[config.mk]
export PLATFORM = sky130hd
export DESIGN_NAME = fwd_hazard_ctrl
export DESIGN_NICKNAME = d
export VERILOG_FILES = /design/src/rtl/fwd_hazard_ctrl.sv
export SDC_FILE = /design/constraint.sdc
export NUM_CORES = 1
export LEC_CHECK = 0
export CAP_MARGIN = 20
export CORE_MARGIN = 2
export CORE_UTILIZATION = 44
export CTS_CLUSTER_DIAMETER = 120
export DETAILED_ROUTE_END_ITERATION = 10
export PLACE_DENSITY = 0.73
export RECOVER_POWER = 50
export SLEW_MARGIN = 20
export SYNTH_ARGS = -nofsm -noshare
export SYNTH_HDL_FRONTEND = slang
export SYNTH_SLANG_ARGS = --single-unit
[constraint.sdc]
create_clock -name clk -period 1.5 [get_ports clk]
set_input_delay 0.3 -clock clk [delete_from_list [all_inputs] [get_ports clk]]
set_output_delay 0.3 -clock clk [all_outputs]
set_load 0.01 [all_outputs]
[src/rtl/fwd_hazard_ctrl.sv]
// Operand-forwarding select and load-use stall controller for the miniRISC EX stage.
// Optional stall_count statistics port is built when FWD_STALL_CNT_EN is defined.
module fwd_hazard_ctrl #(
  parameter int REG_AW = 5
) (
  input  logic              clk,
  input  logic              rst_n,
  input  logic              id_valid,
  input  logic [REG_AW-1:0] id_rs,
  input  logic [REG_AW-1:0] id_rt,
  input  logic              id_rs_used,
  input  logic              id_rt_used,
  input  logic [REG_AW-1:0] id_rd,
  input  logic              id_wr_en,
  input  logic              id_is_load,
  input  logic              flush,
`ifdef FWD_STALL_CNT_EN
  output logic [31:0]       stall_count,
`endif
  output logic              stall,
  output logic [1:0]        fwd_sel_a,
  output logic [1:0]        fwd_sel_b
);

  localparam logic [1:0] SelRegFile = 2'b00;
  localparam logic [1:0] SelExMem   = 2'b01;
  localparam logic [1:0] SelMemWb   = 2'b10;

  logic              exValid_q, exValid_d;
  logic [REG_AW-1:0] exRs_q, exRs_d;
  logic [REG_AW-1:0] exRt_q, exRt_d;
  logic              exRsUsed_q, exRsUsed_d;
  logic              exRtUsed_q, exRtUsed_d;
  logic [REG_AW-1:0] exRd_q, exRd_d;
  logic              exWr_q, exWr_d;
  logic              exLoad_q, exLoad_d;
  logic              memValid_q, memWr_q;
  logic [REG_AW-1:0] memRd_q;
  logic              wbValid_q, wbWr_q;
  logic [REG_AW-1:0] wbRd_q;
  logic              exAccept;

  // r0 is hardwired to zero, so a producer targeting it never forwards.
  function automatic logic writesReg(input logic v, input logic wr,
                                     input logic [REG_AW-1:0] rd,
                                     input logic [REG_AW-1:0] r);
    return v && wr && (rd == r) && (r != '0);
  endfunction

  always_comb begin
    stall = 1'b0;
    if (id_valid && exValid_q && exLoad_q && exWr_q && (exRd_q != '0) && !flush &&
        ((id_rs_used && (id_rs == exRd_q)) || (id_rt_used && (id_rt == exRd_q))))
      stall = 1'b1;
  end

  always_comb begin
    exAccept   = id_valid && !stall && !flush;
    exValid_d  = exAccept;
    exRs_d     = exAccept ? id_rs : '0;
    exRt_d     = exAccept ? id_rt : '0;
    exRsUsed_d = exAccept && id_rs_used;
    exRtUsed_d = exAccept && id_rt_used;
    exRd_d     = exAccept ? id_rd : '0;
    exWr_d     = exAccept && id_wr_en;
    exLoad_d   = exAccept && id_is_load;
  end

  // The MEM producer is younger than WB, so it takes priority on a double match.
  always_comb begin
    fwd_sel_a = SelRegFile;
    fwd_sel_b = SelRegFile;
    if (exValid_q && exRsUsed_q) begin
      if (writesReg(memValid_q, memWr_q, memRd_q, exRs_q))
        fwd_sel_a = SelExMem;
      else if (writesReg(wbValid_q, wbWr_q, wbRd_q, exRs_q))
        fwd_sel_a = SelMemWb;
    end
    if (exValid_q && exRtUsed_q) begin
      if (writesReg(memValid_q, memWr_q, memRd_q, exRt_q))
        fwd_sel_b = SelExMem;
      else if (writesReg(wbValid_q, wbWr_q, wbRd_q, exRt_q))
        fwd_sel_b = SelMemWb;
    end
  end

  always_ff @(posedge clk or negedge rst_n) begin
    if (!rst_n) begin
      exValid_q  <= 1'b0;
      exRs_q     <= '0;
      exRt_q     <= '0;
      exRsUsed_q <= 1'b0;
      exRtUsed_q <= 1'b0;
      exRd_q     <= '0;
      exWr_q     <= 1'b0;
      exLoad_q   <= 1'b0;
      memValid_q <= 1'b0;
      memWr_q    <= 1'b0;
      memRd_q    <= '0;
      wbValid_q  <= 1'b0;
      wbWr_q     <= 1'b0;
      wbRd_q     <= '0;
    end else begin
      exValid_q  <= exValid_d;
      exRs_q     <= exRs_d;
      exRt_q     <= exRt_d;
      exRsUsed_q <= exRsUsed_d;
      exRtUsed_q <= exRtUsed_d;
      exRd_q     <= exRd_d;
      exWr_q     <= exWr_d;
      exLoad_q   <= exLoad_d;
      memValid_q <= exValid_q;
      memWr_q    <= exWr_q;
      memRd_q    <= exRd_q;
      wbValid_q  <= memValid_q;
      wbWr_q     <= memWr_q;
      wbRd_q     <= memRd_q;
    end
  end

`ifdef FWD_STALL_CNT_EN
  logic [31:0] stallCount_q;

  always_ff @(posedge clk or negedge rst_n) begin
    if (!rst_n)
      stallCount_q <= '0;
    else if (stall)
      stallCount_q <= stallCount_q + 32'd1;
  end

  assign stall_count = stallCount_q;
`endif

endmodule
==> impl_metrics.env, run 1 <==
export IMPL_grtUsageTotal_pct=19.76
export IMPL_final_util_pct=66.59
export IMPL_async_reset_ff_share_pct=100.0
export IMPL_crit_arrival_ns=1.78
export IMPL_fin_crit_ns=2.075
export IMPL_cpPeakStageDelay_ns=0.55
export IMPL_diodes=0
export IMPL_hp_class="reg -> reg"
export IMPL_synth_top_area_cell="dfrtp_1"
export IMPL_ir_worst_vdd_v=0.0005730
export IMPL_reg2reg_slack_ns=0.10
export IMPL_yosys_warnings=0
export IMPL_rr_worst_depth=5
export IMPL_ios=28
export IMPL_dieArea_mm2=0.003899
export IMPL_crit_buf_inv=3
export IMPL_synth_area_top_cells="dfrtp_1 57%, xnor2_1 16%, a21oi_1 6.7%"
export IMPL_viasPerCell=4.988
export IMPL_synth_distinct_cells=24
export IMPL_yosys_register_bits=34
export IMPL_grt_pass1_wl_mm=5.954
export IMPL_worstPathCellList="or4_4, nor2_4, buf_4, buf_4, nor4_2, buf_2"
export IMPL_setup_violations_final=5
export IMPL_yosysTopAreaCellShare_pct=56.62
export IMPL_ant_nets=0
export IMPL_area_growth_syn_to_layout_pct=46.71
export IMPL_sequentialPowerShare_pct=55.7
export IMPL_slew_violations=0
export IMPL_fp_coreArea_mm2=0.003311
export IMPL_synthTopCellsByCount="34 x dfrtp_1, 27 x xnor2_1, 23 x nand2_1"
export IMPL_yosysSeqAreaShare_pct=56.62
export IMPL_clock_skew_ns=0.003948
export IMPL_clock_sinks=34
export IMPL_p_total_w=0.001771
export IMPL_crit_start="exRs_q[4]"
export IMPL_antenna_found_initial=0
export IMPL_critPathTopFamily="simple AND/OR/NAND/NOR gates"
export IMPL_start_util_pct=45.39
export IMPL_reg2reg_from="exRd_q[1]"
export IMPL_rsz0062_at_grt="yes"
export IMPL_slew_headroom_pct=47.63
export IMPL_path_class="reg -> out"
export IMPL_outcome="finished with violations"
export IMPL_crit_path_start_kind="flip-flop"
export IMPL_h_tree_depth=2
export IMPL_fin_nets=228
export IMPL_synth_fp_nets=163
export IMPL_hold_violations=0
export IMPL_detail_route_iter0_violations=23
export IMPL_p_leak_nw=0.9871
export IMPL_cts_tree="done"
export IMPL_post_drt_wl_per_cell_um=14.01
export IMPL_grt_pass1_vias=1368
export IMPL_path_depth=6
export IMPL_yosysMostFrequentCell="dfrtp_1"
export IMPL_insertion_delay_ns=0.32
export IMPL_stdcell_count=250
export IMPL_clk_path_buf_depth=2
export IMPL_crit_path_end_kind="output pin"
export IMPL_synth_ff_type="dfrtp_1"
export IMPL_dp_hpwl_mm=2.635
export IMPL_critPathMaxFanout=2
export IMPL_drt_wl_total_mm=3.502
export IMPL_cts_reportedPaths_clkPinSlew_ns=0.09
export IMPL_maxCapViolCount=0
export IMPL_clockPowerShare_pct=27.0
export IMPL_gp_congestion=0.9106
export IMPL_worstMarginPinSlew_ns=0.7855
export IMPL_hold_slack_ns=0.3798
export IMPL_overflow=0
export IMPL_p_sw_share_pct=24.20
export IMPL_dieWidth_um=62.44
export IMPL_cts_hold_buffers=0
export IMPL_place_inst=239
export IMPL_setup_ws_ns=-0.5754
export IMPL_die_height_um=62.44
export IMPL_setup_tns_final_ns=-2.545
export IMPL_failed_checks="negative setup slack"
export IMPL_rr_endpoint="exRsUsed_q"
export IMPL_required_ns=1.20
export IMPL_synth_area_mm2=0.001503
export IMPL_slowest_stage="or4_4"
export IMPL_synth_area_per_cell_um2=10.73
export IMPL_switching_power_w=0.0004285
export IMPL_power_density_mw_per_mm2=803.3
export IMPL_max_clock_freq_ghz=0.4818
export IMPL_drive_gt1_share_pct=31.86
export IMPL_postSynthCellCount=140
export IMPL_cpMostUsedCell="buf_4"
export IMPL_grt_max_degree=35
export IMPL_combPwrFrac_pct=17.3
export IMPL_crit_path_end="fwd_sel_a[1]"
export IMPL_cts_buffers=5
export IMPL_numPortBuffers=27
export IMPL_dr_total_vias=1247
export IMPL_cts_root_buf="clkbuf_4"
export IMPL_drc=0
export IMPL_synth_edff_count=0
export IMPL_internal_power_w=0.001342
export IMPL_firstDrtPassIters=4
export IMPL_timing_final_crit_share_pct=138.4
export IMPL_row_count=21
## layout make-up
type / count / area [um^2]
Multi-Input combinational cell: 98 / 709.4
Timing Repair Buffer: 64 / 526.8
Sequential cell: 34 / 852.1
Fill cell: 278 / 1106
Inverter: 2 / 7.507
Clock buffer: 6 / 51.30
Tap cell: 46 / 57.56
## worst min path at each step
stage,startpoint,end,slack (ns),depth (start not counted)
after floorplan,rst_n,exLoad_q,0.004,0
after global placement,memValid_q,wbValid_q,0.36,0
after detailed placement,memValid_q,wbValid_q,0.36,0
after CTS,rst_n,exRd_q[1],0.32,2
after global routing,id_rt[1],exRt_q[1],0.40,3
final,memValid_q,wbValid_q,0.38,0
## what timing repair did
item,CTS,global route
endpoints found under the setup margin,25,6
resized for setup,25,11
pin swaps,11,5
setup buffers,6,0
## registers in the layout, summed over array words and instances, names as in the netlist
signal,count
exLoad_q,1
exRd_q,5
exRsUsed_q,1
exRs_q,5
exRtUsed_q,1
exRt_q,5
exValid_q,1
exWr_q,1
memRd_q,5
memValid_q,1
memWr_q,1
wbRd_q,5
wbValid_q,1
wbWr_q,1
## cells in the final DEF, fill, tap and decap left out, types with 2 or more instances in the layout
cell	synthesis	routed
a21oi_1	20	19
and3_1	2	2
buf_2	0	5
buf_4	0	34
buf_6	0	2
clkbuf_4	0	5
clkdlybuf4s50_1	0	20
dfrtp_1	34	33
inv_1	2	2
nand2_1	23	23
nand4_1	8	8
nor2_4	1	2
nor4_2	1	3
or4_4	1	2
xnor2_1	27	23
xnor2_2	0	4
## cells by family (layout without fill, tap and decap cells)
group | count (synthesis) | count (layout) | synth area share (%)
AND/OR/NAND/NOR | 46 | 46 | 16.24
flip-flops | 34 | 34 | 56.62
XOR/XNOR | 28 | 28 | 16.32
AO/OA/AOI/OAI | 24 | 24 | 8.827
buffers and inverters | 8 | 72 | 1.998
## power groups by stage
stage / registers, W / clock network (W) / logic (W)
2_1_floorplan: 0.000998 / 0 / 0.000114
3_3_place_gp: 0.00100 / 0 / 0.000269
3_5_place_dp: 0.00100 / 0 / 0.000277
4_1_cts: 0.000985 / 0.000501 / 0.000298
5_1_grt: 0.000991 / 0.000541 / 0.000333
6_report: 0.000987 / 0.000478 / 0.000306
## per-layer routing
metal / GRT usage, % / up-vias / part of all wire [%]
met5: 0 / - / 0
met4: 6.667 / 0 / 1.4
met3: 4.865 / 5 / 5.2
met2: 37.90 / 41 / 54
met1: 20.84 / 594 / 39
li1: - / 607 / -
## stage by stage
| step | area [um^2] | setup WS [ns] |
|---|---|---|
| 6_report | 2205 | -0.5754 |
| 5_1_grt | 2205 | -0.6614 |
| 4_1_cts | 2165 | -0.6153 |
| 3_5_place_dp | 2073 | -0.7996 |
| 3_3_place_gp | 2073 | -0.7179 |
| 2_1_floorplan | 1515 | -0.1456 |
(Power assumes the default switching activity.)
==> run 2, diff against run 1 <==
==> constraint.sdc (replaced) <==
create_clock -name clk -period 1.78 [get_ports clk]
set_input_delay 0.356 -clock clk [delete_from_list [all_inputs] [get_ports clk]]
set_output_delay 0.356 -clock clk [all_outputs]
set_load 0.01 [all_outputs]
==> impl_metrics.env, run 2 (synthesis gave the netlist of run 1 again) <==
export IMPL_viasPerCell=5.068
export IMPL_drc=0
export IMPL_clock_skew_ns=0.01698
export IMPL_crit_path_start_kind="flip-flop"
export IMPL_fin_crit_ns=2.361
export IMPL_met2_length_mm=2.056
export IMPL_final_util_pct=65.87
export IMPL_post_drt_wl_per_cell_um=15.13
export IMPL_die_height_um=62.44
export IMPL_hold_slack_ns=0.3900
export IMPL_maxCapViolCount=0
export IMPL_row_count=21
export IMPL_hold_violations=0
export IMPL_wl_met3_um=169
export IMPL_antenna_found_initial=0
export IMPL_crit_arrival_ns=2.01
export IMPL_cts_buffers=5
export IMPL_timing_final_crit_share_pct=132.7
export IMPL_dr_total_vias=1262
export IMPL_outcome="finished with violations"
export IMPL_hp_class="reg -> reg"
export IMPL_grtUsageTotal_pct=21.23
export IMPL_drt_wl_total_mm=3.767
export IMPL_switching_power_w=0.0003980
export IMPL_diodes=0
export IMPL_multiInputGateArea_um2=728.2
export IMPL_grt_max_degree=35
export IMPL_ant_nets=0
export IMPL_worstMarginPinSlew_ns=0.8097
export IMPL_cts_reportedPaths_clkPinSlew_ns=0.11
export IMPL_sequentialPowerShare_pct=54.2
export IMPL_dieWidth_um=62.44
export IMPL_overflow=0
export IMPL_rsz0062_at_grt="yes"
export IMPL_final_cell_mix="33 x dfrtp_1, 27 x buf_4, 23 x nand2_1"
export IMPL_n_fill_cell=289
export IMPL_critPathTopFamily="simple AND/OR/NAND/NOR gates"
export IMPL_slew_headroom_pct=46.02
export IMPL_drive_gt1_share_pct=30.05
export IMPL_slew_violations=0
export IMPL_numPortBuffers=27
export IMPL_crit_buf_inv=2
export IMPL_ios=28
export IMPL_required_ns=1.42
export IMPL_crit_path_end_kind="output pin"
export IMPL_final_common_cell="dfrtp_1"
export IMPL_cpPeakStageDelay_ns=0.55
export IMPL_ir_worst_vdd_v=0.0004763
export IMPL_detail_route_iter0_violations=31
export IMPL_dp_hpwl_mm=2.653
export IMPL_cts_tree="done"
export IMPL_p_sw_share_pct=25.99
export IMPL_setup_violations_final=5
export IMPL_p_leak_nw=0.9814
export IMPL_highest_layer="met4"
export IMPL_seqCellArea_um2=852.1
export IMPL_gp_congestion=0.8591
export IMPL_fin_nets=225
export IMPL_start_util_pct=45.39
export IMPL_cts_root_buf="clkbuf_4"
export IMPL_met1Wirelength_mm=1.444
export IMPL_setup_ws_ns=-0.5815
export IMPL_critPathMaxFanout=2
export IMPL_slowest_stage="or4_4"
export IMPL_h_tree_depth=2
export IMPL_clockPowerShare_pct=29.4
export IMPL_firstDrtPassIters=4
export IMPL_clock_sinks=34
export IMPL_internal_power_w=0.001134
export IMPL_fp_coreArea_mm2=0.003311
export IMPL_grt_pass1_wl_mm=6.265
export IMPL_dieArea_mm2=0.003899
export IMPL_combPwrFrac_pct=16.4
export IMPL_insertion_delay_ns=0.34
export IMPL_path_class="reg -> out"
export IMPL_clk_path_buf_depth=2
export IMPL_area_growth_syn_to_layout_pct=45.13
export IMPL_max_clock_freq_ghz=0.4235
export IMPL_failed_checks="negative setup slack"
export IMPL_power_density_mw_per_mm2=702.3
export IMPL_worstPathCellList="or4_4, nor2_4, nor4_2, buf_4, nor4_4, buf_2"
export IMPL_grt_pass1_vias=1371
==> run 2: area by class of cell <==
type	instances	area share (%)
flip-flops and latches	34	39.07
multi-input cells	98	33.39
repair buffers	61	21.80
well taps	46	2.639
clock buffers	7	2.524
inverters	2	0.3442
clock inverters	1	0.2295
==> run 2: power groups by stage <==
| stage | clock network, W | logic, W | registers, W |
|---|---|---|---|
| 4_1_cts | 0.000467 | 0.000241 | 0.000829 |
| 5_1_grt | 0.000508 | 0.000273 | 0.000835 |
| 6_report | 0.000450 | 0.000252 | 0.000830 |
| 2_1_floorplan | 0 | 0.0000943 | 0.000841 |
| 3_5_place_dp | 0 | 0.000223 | 0.000846 |
| 3_3_place_gp | 0 | 0.000214 | 0.000843 |
==> run 2: worst reg2reg max path, stage by stage (launching register included) <==
cell	delay [ns]
dfrtp_1	0.37
clkbuf_1	0.26
xnor2_2	0.16
nand2_1	0.08
o22ai_2	0.12
buf_4	0.13
buf_4	0.22
a21oi_1	0.11
==> run 2: metrics by stage <==
stage | total power, W | area (um^2) | std cells | setup WS, ns | TNS, ns
after floorplan | 0.0009353 | 1509 | 140 | -0.02499 | -0.02499
after global placement | 0.001057 | 2024 | 235 | -0.5599 | -2.499
after detailed placement | 0.001068 | 2024 | 235 | -0.5803 | -3.456
after CTS | 0.001538 | 2143 | 249 | -0.6138 | -1.912
after global routing | 0.001615 | 2181 | 249 | -0.6701 | -2.305
final | 0.001532 | 2181 | 249 | -0.5815 | -1.861
==> run 2: final timing paths <==
| check | startpoint | end | slack (ns) | cells after the start |
|---|---|---|---|---|
| max | exRs_q[1] | fwd_sel_a[1] | -0.58 | 6 |
| min | memValid_q | wbValid_q | 0.39 | 0 |
| max reg2reg | exRd_q[1] | exRtUsed_q | 0.20 | 7 |
| min reg2reg | memValid_q | wbValid_q | 0.39 | 0 |
| max in group asynchronous | rst_n | exRd_q[4] | 0.61 | 2 |
| min in group asynchronous | rst_n | exRs_q[4] | 0.62 | 2 |
==> run 2: timing repair <==
item                       CTS  global route
hold buffers                 0             0
gates resized for setup     33            11
pin swaps                   11             6
setup endpoints to repair    5             5
gates cloned                 0             0
buffers inserted             6             0
==> run 2: routing by layer <==
metal	vias to the layer above	global-route usage (%)
met4	0	11.11
met2	35	37.77
met5	-	0
met1	613	22.74
li1	604	-
met3	10	6.126
==> run 3, diff against run 2 <==
--- a/config.mk
+++ b/config.mk
@@ -12,7 +12,7 @@
 export DETAILED_ROUTE_END_ITERATION = 10
 export PLACE_DENSITY = 0.73
 export RECOVER_POWER = 50
-export SLEW_MARGIN = 20
+export SLEW_MARGIN = 10
 export SYNTH_ARGS = -nofsm -noshare
 export SYNTH_HDL_FRONTEND = slang
 export SYNTH_SLANG_ARGS = --single-unit
==> results of run 3 <==
The final DEF is identical to that of run 2; final timing and power are the same.
